--- config.mk ---
export PLATFORM = sky130hd
export DESIGN_NAME = uart_rx_sampler
export DESIGN_NICKNAME = d
export VERILOG_FILES = /design/src/rtl/uart_rx_sampler.sv
export SDC_FILE = /design/constraint.sdc
export NUM_CORES = 1
export LEC_CHECK = 0
export BUFFER_PORTS_ARGS = -buffer_cell sky130_fd_sc_hd__clkbuf_2
export CAP_MARGIN = 20
export CORE_MARGIN = 2
export CORE_UTILIZATION = 39
export CTS_CLUSTER_SIZE = 25
export DETAILED_ROUTE_END_ITERATION = 8
export MAX_ROUTING_LAYER = met4
export SETUP_SLACK_MARGIN = 0.15
export SKIP_LAST_GASP = 1
export SLEW_MARGIN = 10
export SYNTH_ARGS = -nofsm -noshare
export SYNTH_HDL_FRONTEND = slang
export SYNTH_SLANG_ARGS = --single-unit
--- constraint.sdc ---
create_clock -name clk -period 2.7 [get_ports clk]
set_clock_uncertainty 0.1 [all_clocks]
set_input_delay 0.675 -clock clk [delete_from_list [all_inputs] [get_ports clk]]
set_output_delay 0.675 -clock clk [all_outputs]
set_load 0.005 [all_outputs]
--- src/rtl/uart_rx_sampler.sv ---
// ---------------------------------------------------------------------------
// uart_rx_sampler
//
// UART receive front end. Synchronises the asynchronous rx_pin, times each
// bit from the detected start edge, and samples every bit at mid-bit with a
// 2-of-3 majority vote. A good byte is presented on rx_data with a one-cycle
// rx_data_valid strobe. Bad stop bits and parity mismatches raise one-cycle
// error strobes and never update rx_data.
//
// Optional feature macro: UART_RX_PARITY_EN
//   defined   : frames are 8E1 (8 data bits, even parity, 1 stop bit) and
//               parity_err is live.
//   undefined : frames are 8N1 and parity_err is constant 0.
//
// Parameters:
//   CLK_FRE        clock frequency in MHz
//   BAUD_RATE      line rate in bit/s
//
// Ports:
//   clk            system clock
//   rst_n          asynchronous active-low reset
//   rx_pin         asynchronous serial input, idles high
//   rx_data        last good byte (LSB received first), held until next one
//   rx_data_valid  one-cycle strobe when rx_data is updated
//   frame_err      one-cycle strobe on a low stop bit
//   parity_err     one-cycle strobe on a parity mismatch
//   rx_busy        high whenever the receiver is not idle
// ---------------------------------------------------------------------------
module uart_rx_sampler #(
    parameter int CLK_FRE   = 200,
    parameter int BAUD_RATE = 115200
) (
    input  logic       clk,
    input  logic       rst_n,
    input  logic       rx_pin,
    output logic [7:0] rx_data,
    output logic       rx_data_valid,
    output logic       frame_err,
    output logic       parity_err,
    output logic       rx_busy
);

    localparam int BIT_CYC = CLK_FRE * 1000000 / BAUD_RATE;
    localparam int HALF    = BIT_CYC / 2;
    localparam int CNT_W   = (BIT_CYC > 1) ? $clog2(BIT_CYC) : 1;

    localparam logic [CNT_W-1:0] CNT_LAST = CNT_W'(BIT_CYC - 1);
    localparam logic [CNT_W-1:0] CNT_SMP0 = CNT_W'(HALF - 1);
    localparam logic [CNT_W-1:0] CNT_SMP1 = CNT_W'(HALF);
    localparam logic [CNT_W-1:0] CNT_VOTE = CNT_W'(HALF + 1);

    localparam logic [2:0] ST_IDLE   = 3'd0;
    localparam logic [2:0] ST_START  = 3'd1;
    localparam logic [2:0] ST_DATA   = 3'd2;
`ifdef UART_RX_PARITY_EN
    localparam logic [2:0] ST_PARITY = 3'd3;
`endif
    localparam logic [2:0] ST_STOP   = 3'd4;
    localparam logic [2:0] ST_BREAK  = 3'd5;

    function automatic logic majority3(input logic a, input logic b, input logic c);
        return (a & b) | (a & c) | (b & c);
    endfunction

    // Synchroniser chain plus the delayed copy used for edge detection.
    logic rx_m;
    logic rx_s;
    logic rx_d;

    logic [2:0]       state;
    logic [2:0]       state_nxt;
    logic [CNT_W-1:0] cnt;
    logic [CNT_W-1:0] cnt_nxt;
    logic [2:0]       idx;
    logic [2:0]       idx_nxt;
    logic [7:0]       shreg;
    logic [7:0]       shreg_nxt;
    logic [7:0]       data_nxt;
    logic             valid_nxt;
    logic             ferr_nxt;
    logic             smp_a;
    logic             smp_b;

    logic start_edge;
    logic at_vote;
    logic at_last;
    logic vote;
    logic parity_bad;

    assign start_edge = rx_d & ~rx_s;
    assign at_vote    = (cnt == CNT_VOTE);
    assign at_last    = (cnt == CNT_LAST);
    // The third sample is the live synchronised value at the vote count.
    assign vote       = majority3(smp_a, smp_b, rx_s);

`ifdef UART_RX_PARITY_EN
    logic par_bit;
    logic par_nxt;
    logic perr_nxt;
    // Even parity: data bits plus parity bit must hold an even count of ones.
    assign parity_bad = ^{shreg, par_bit};
`else
    assign parity_bad = 1'b0;
    assign parity_err = 1'b0;
`endif

    always_comb begin
        state_nxt = state;
        cnt_nxt   = cnt + 1'b1;
        idx_nxt   = idx;
        shreg_nxt = shreg;
        data_nxt  = rx_data;
        valid_nxt = 1'b0;
        ferr_nxt  = 1'b0;
`ifdef UART_RX_PARITY_EN
        par_nxt   = par_bit;
        perr_nxt  = 1'b0;
`endif
        case (state)
            ST_IDLE: begin
                cnt_nxt = '0;
                if (start_edge) begin
                    state_nxt = ST_START;
                end
            end
            ST_START: begin
                if (at_vote && vote) begin
                    // Start bit did not hold low through mid-bit: glitch.
                    state_nxt = ST_IDLE;
                    cnt_nxt   = '0;
                end else if (at_last) begin
                    state_nxt = ST_DATA;
                    cnt_nxt   = '0;
                    idx_nxt   = 3'd0;
                end
            end
            ST_DATA: begin
                if (at_vote) begin
                    shreg_nxt = {vote, shreg[7:1]};
                end
                if (at_last) begin
                    cnt_nxt = '0;
                    idx_nxt = idx + 3'd1;
                    if (idx == 3'd7) begin
`ifdef UART_RX_PARITY_EN
                        state_nxt = ST_PARITY;
`else
                        state_nxt = ST_STOP;
`endif
                    end
                end
            end
`ifdef UART_RX_PARITY_EN
            ST_PARITY: begin
                if (at_vote) begin
                    par_nxt = vote;
                end
                if (at_last) begin
                    cnt_nxt   = '0;
                    state_nxt = ST_STOP;
                end
            end
`endif
            ST_STOP: begin
                // Resolve at mid stop bit so back-to-back frames keep half a
                // bit of margin.
                if (at_vote) begin
                    cnt_nxt = '0;
                    if (vote) begin
                        if (parity_bad) begin
`ifdef UART_RX_PARITY_EN
                            perr_nxt = 1'b1;
`endif
                        end else begin
                            valid_nxt = 1'b1;
                            data_nxt  = shreg;
                        end
                        // A start edge arriving this very cycle must not be lost.
                        state_nxt = start_edge ? ST_START : ST_IDLE;
                    end else begin
                        ferr_nxt  = 1'b1;
`ifdef UART_RX_PARITY_EN
                        perr_nxt  = parity_bad;
`endif
                        state_nxt = ST_BREAK;
                    end
                end
            end
            ST_BREAK: begin
                // Held-low line: wait for the idle level before re-arming.
                cnt_nxt = '0;
                if (rx_s) begin
                    state_nxt = ST_IDLE;
                end
            end
            default: begin
                state_nxt = ST_IDLE;
                cnt_nxt   = '0;
            end
        endcase
    end

    always_ff @(posedge clk or negedge rst_n) begin
        if (!rst_n) begin
            rx_m          <= 1'b1;
            rx_s          <= 1'b1;
            rx_d          <= 1'b1;
            state         <= ST_IDLE;
            cnt           <= '0;
            idx           <= 3'd0;
            shreg         <= 8'h00;
            smp_a         <= 1'b1;
            smp_b         <= 1'b1;
            rx_data       <= 8'h00;
            rx_data_valid <= 1'b0;
            frame_err     <= 1'b0;
            rx_busy       <= 1'b0;
        end else begin
            rx_m          <= rx_pin;
            rx_s          <= rx_m;
            rx_d          <= rx_s;
            state         <= state_nxt;
            cnt           <= cnt_nxt;
            idx           <= idx_nxt;
            shreg         <= shreg_nxt;
            if (cnt == CNT_SMP0) begin
                smp_a <= rx_s;
            end
            if (cnt == CNT_SMP1) begin
                smp_b <= rx_s;
            end
            rx_data       <= data_nxt;
            rx_data_valid <= valid_nxt;
            frame_err     <= ferr_nxt;
            rx_busy       <= (state_nxt != ST_IDLE);
        end
    end

`ifdef UART_RX_PARITY_EN
    always_ff @(posedge clk or negedge rst_n) begin
        if (!rst_n) begin
            par_bit    <= 1'b0;
            parity_err <= 1'b0;
        end else begin
            par_bit    <= par_nxt;
            parity_err <= perr_nxt;
        end
    end
`endif

endmodule

==> metrics.yaml <==
outcome:
  status: "finished clean"
cells_and_area:
  fillerInstances: 447
  antennaDiodeCount: 0
  finalNetCount: 193
  finish.instance_area_sq_um: 2180
  share_of_final_layout_standard_cells_stronger_than_drive_strength_1_pct: 30.1
  syn2layout_area_growth_pct: 11.2
drt:
  detail_route.first_pass.iterations: 4
  route.top_layer_used: "met4"
  totalWireLength_um: 3530
  routedWlPerCell_um: 13.9
  routedLengthMet1_um: 1600
  detail_route.iter0.violations: 59
  postRouteAntennaNets: 0
  met3WireLength_um: 126
  detail_route.vias_per_cell: 5.13
  routed-via-count: 1299
  route.detailed.drc: 0
  wl_met2_um: 1720
place:
  dp_worst_setup_slack_ns: 0.522
  globalplace.congestion: 0.874
  io_buffers: 13
  placed_cell_area_sq_um: 2060
  post-dp-hpwl_um: 2580
floorplanning:
  io-pin-count: 15
  row_cnt: 25
  core_sq_um: 4790
  die_height_um: 74.9
  fp.dieArea_sq_um: 5600
  start_util_pct: 40.9
  chipWidth_um: 74.9
synthesis:
  synth_area_sq_um: 1960
  synth_enable_flop_cells: 0
  synth_top_area_share_pct: 46.0
  synth.lib_cells_used.distinct: 44
  ys_async_sr_fraction_pct: 100
  synth_fp_nets: 178
  synthesis.instances: 170
  yosys.area.top_type: "sky130_fd_sc_hd__dfrtp_1"
  synth_sequential_area_ratio_pct: 52.7
  yosysWarningCount: 0
  yosys-top-cells-count: "36 x sky130_fd_sc_hd__dfrtp_1, 21 x sky130_fd_sc_hd__nor2_1, 17 x sky130_fd_sc_hd__mux2_2"
  synth_area_leaders: "sky130_fd_sc_hd__dfrtp_1 46%, sky130_fd_sc_hd__mux2_2 9.8%, sky130_fd_sc_hd__dfstp_2 6.7%"
  ys_ff_latch: 41
  ys.flop_type: "sky130_fd_sc_hd__dfrtp_1"
  yosys.cell_count.top_type: "sky130_fd_sc_hd__dfrtp_1"
  mean_instance_size_in_the_synthesized_netlist_sq_um: 11.5
clocking:
  cts.clk_slew.worst_paths_ns: 0.08
  post_cts_hold_buffer_count: 0
  post-cts-setup-buffer-count: 0
  cts-resized-gates: 0
  clock-root-buffer: "sky130_fd_sc_hd__clkbuf_8"
  maximum_clock_insertion_buffer_count: 2
  num_clock_sinks: 41
  tritoncts_clock_tree: "built"
  clock_latency_of_the_later_clocked_register_in_the_worst_skew_pair_ns: 0.30
  cts_buffers: 5
  htree_levels: 2
power:
  power.density_cell_area_nw_per_um2: 634
  worst_vdd_rail_ir_drop_v: 0.000378
  leakagePower_nw: 1.00
timing:
  worst_pin_slew_ns: 0.532
  tns_ns: 0
  achievable_freq_mhz: 462
  final-max-slew-violation-count: 0
  total_of_endpoints_with_negative_setup_slack_in_the_final_report: 0
  final_critical_path_time_including_i_o_delays_and_setup_ns: 2.16
  min_period_over_period_pct: 80.1
  grt_setup_unrepaired: "no"
  timing.max_slew.rel_slack_pct: 64.5
  finalHoldViolCount: 0
  worst_slack_ns: 0.537
setup_path:
  crit_required_ns: 2.78
  critical_path.max_fanout: 6
  worst-path-buf-inv: 0
  wp_data_arrival_ns: 2.24
  crit_chain: "ha_1 > nand4bb_1 > nor3_1 > a21oi_1 > a21o_1 > or3_1"
  worst_setup_path_start_kind: "flip-flop"
  worstSetupPathDepth: 6
  critPathMaxStageDelay_ns: 0.45
  critical-path-slowest-cell: "sky130_fd_sc_hd__nor3_1"
  cp_class: "flip-flop to flip-flop"
  worst_r2r_path_depth: 6
  timing.critical_path.max_delay_family: "simple AND/OR/NAND/NOR gates"
  end_kind: "flip-flop"
global_routing:
  gr-total-overflow: 0
  grt_start_max_net_pins: 22
  grt_antenna_before_repair: 0
  global_route.usage.total_pct: 14.6
  grt_pass1_wl_um: 5840
  grt_pass1_vias: 1297
flow_run:
  cap_violations: 0
hold_path:
  hold_class: "input pin to async pin"
==> per-layer routing <==
metal / vias up / track usage, %
li1: 625 / -
met1: 640 / 16.7
met2: 27 / 23.1
met3: 7 / 4.28
met4: 0 / 7.74
met5: - / -
==> sequential cells by signal, summed over array words and instances, names as in the netlist, 3 cells and up <==
register / flops
shreg: 8
idx: 3
rx_data: 8
state: 3
cnt: 11
==> worst paths after layout <==
kind	to	start	slack (ns)
max	rx_busy$_DFF_PN0_	cnt[0]$_DFF_PN0_	0.54
min reg2reg	rx_s$_DFF_PN1_	rx_m$_DFF_PN1_	0.27
max reg2reg	rx_busy$_DFF_PN0_	cnt[0]$_DFF_PN0_	0.54
min	cnt[7]$_DFF_PN0_	rst_n	0.24
max in group asynchronous	rx_d$_DFF_PN1_	rst_n	1.53
min in group clk	rx_s$_DFF_PN1_	rx_m$_DFF_PN1_	0.27
==> logic make-up (layout without fill, tap and decap cells) <==
| kind of cell | Yosys count | count (layout) | synth area share, % |
|---|---|---|---|
| adder cells (fa/ha/maj) | 5 | 5 | 3.19 |
| XOR/XNOR | 9 | 9 | 4.03 |
| multiplexers | 17 | 17 | 9.78 |
| buffers and inverters | 9 | 25 | 3.19 |
| other | 1 | 1 | 0.192 |
| flip-flops | 41 | 41 | 52.7 |
| AO/OA/AOI/OAI | 18 | 18 | 6.90 |
| AND/OR/NAND/NOR | 70 | 70 | 20.0 |
==> cell usage in the layout, fill, tap and decap left out, types with 2 or more instances in the layout <==
master,n
sky130_fd_sc_hd__mux2_2,17
sky130_fd_sc_hd__nor2_1,21
sky130_fd_sc_hd__nand2_1,15
sky130_fd_sc_hd__dfstp_2,5
sky130_fd_sc_hd__nor2b_1,2
sky130_fd_sc_hd__nand3_2,2
sky130_fd_sc_hd__clkbuf_8,5
sky130_fd_sc_hd__dfrtp_1,36
sky130_fd_sc_hd__nand2b_1,2
sky130_fd_sc_hd__xnor2_1,5
sky130_fd_sc_hd__xor2_1,4
sky130_fd_sc_hd__nand3_1,8
sky130_fd_sc_hd__o21ai_0,6
sky130_fd_sc_hd__o311ai_0,2
sky130_fd_sc_hd__nand4b_1,4
sky130_fd_sc_hd__nor4_1,2
sky130_fd_sc_hd__ha_1,5
sky130_fd_sc_hd__clkbuf_2,13
sky130_fd_sc_hd__and3_1,3
sky130_fd_sc_hd__inv_1,3
==> per-stage QoR <==
| stage | cells | hold slack (ns) | util (%) | power [mW] |
|---|---|---|---|---|
| 6_report | 253 | 0.239 | 45.5 | 1.38 |
| 5_1_grt | 253 | 0.269 | 45.5 | 1.45 |
| 4_1_cts | 253 | 0.236 | 45.5 | 1.40 |
| 3_5_place_dp | 245 | 0.259 | 43.1 | 0.889 |
| 3_3_place_gp | 245 | 0.249 | 43.1 | 0.880 |
| 2_1_floorplan | 170 | 0.245 | - | 0.843 |
==> power breakdown <==
group | switching (mW) | internal (mW) | total (mW)
clock | 0.227 | 0.277 | 0.503
combinational | 0.0908 | 0.0709 | 0.162
sequential | 0.0613 | 0.655 | 0.716
total | 0.379 | 1.00 | 1.38
==> area by class of cell <==
cell class	count	area, sq um	area share [%]
inverter	3	11.3	0.517
multi-input combinational	120	863	39.6
sequential	41	1030	47.4
tap	67	83.8	3.85
clock inverter	3	46.3	2.13
clock buffer	5	68.8	3.16
timing repair buffer	14	72.6	3.33
(Power assumes the default switching activity.)
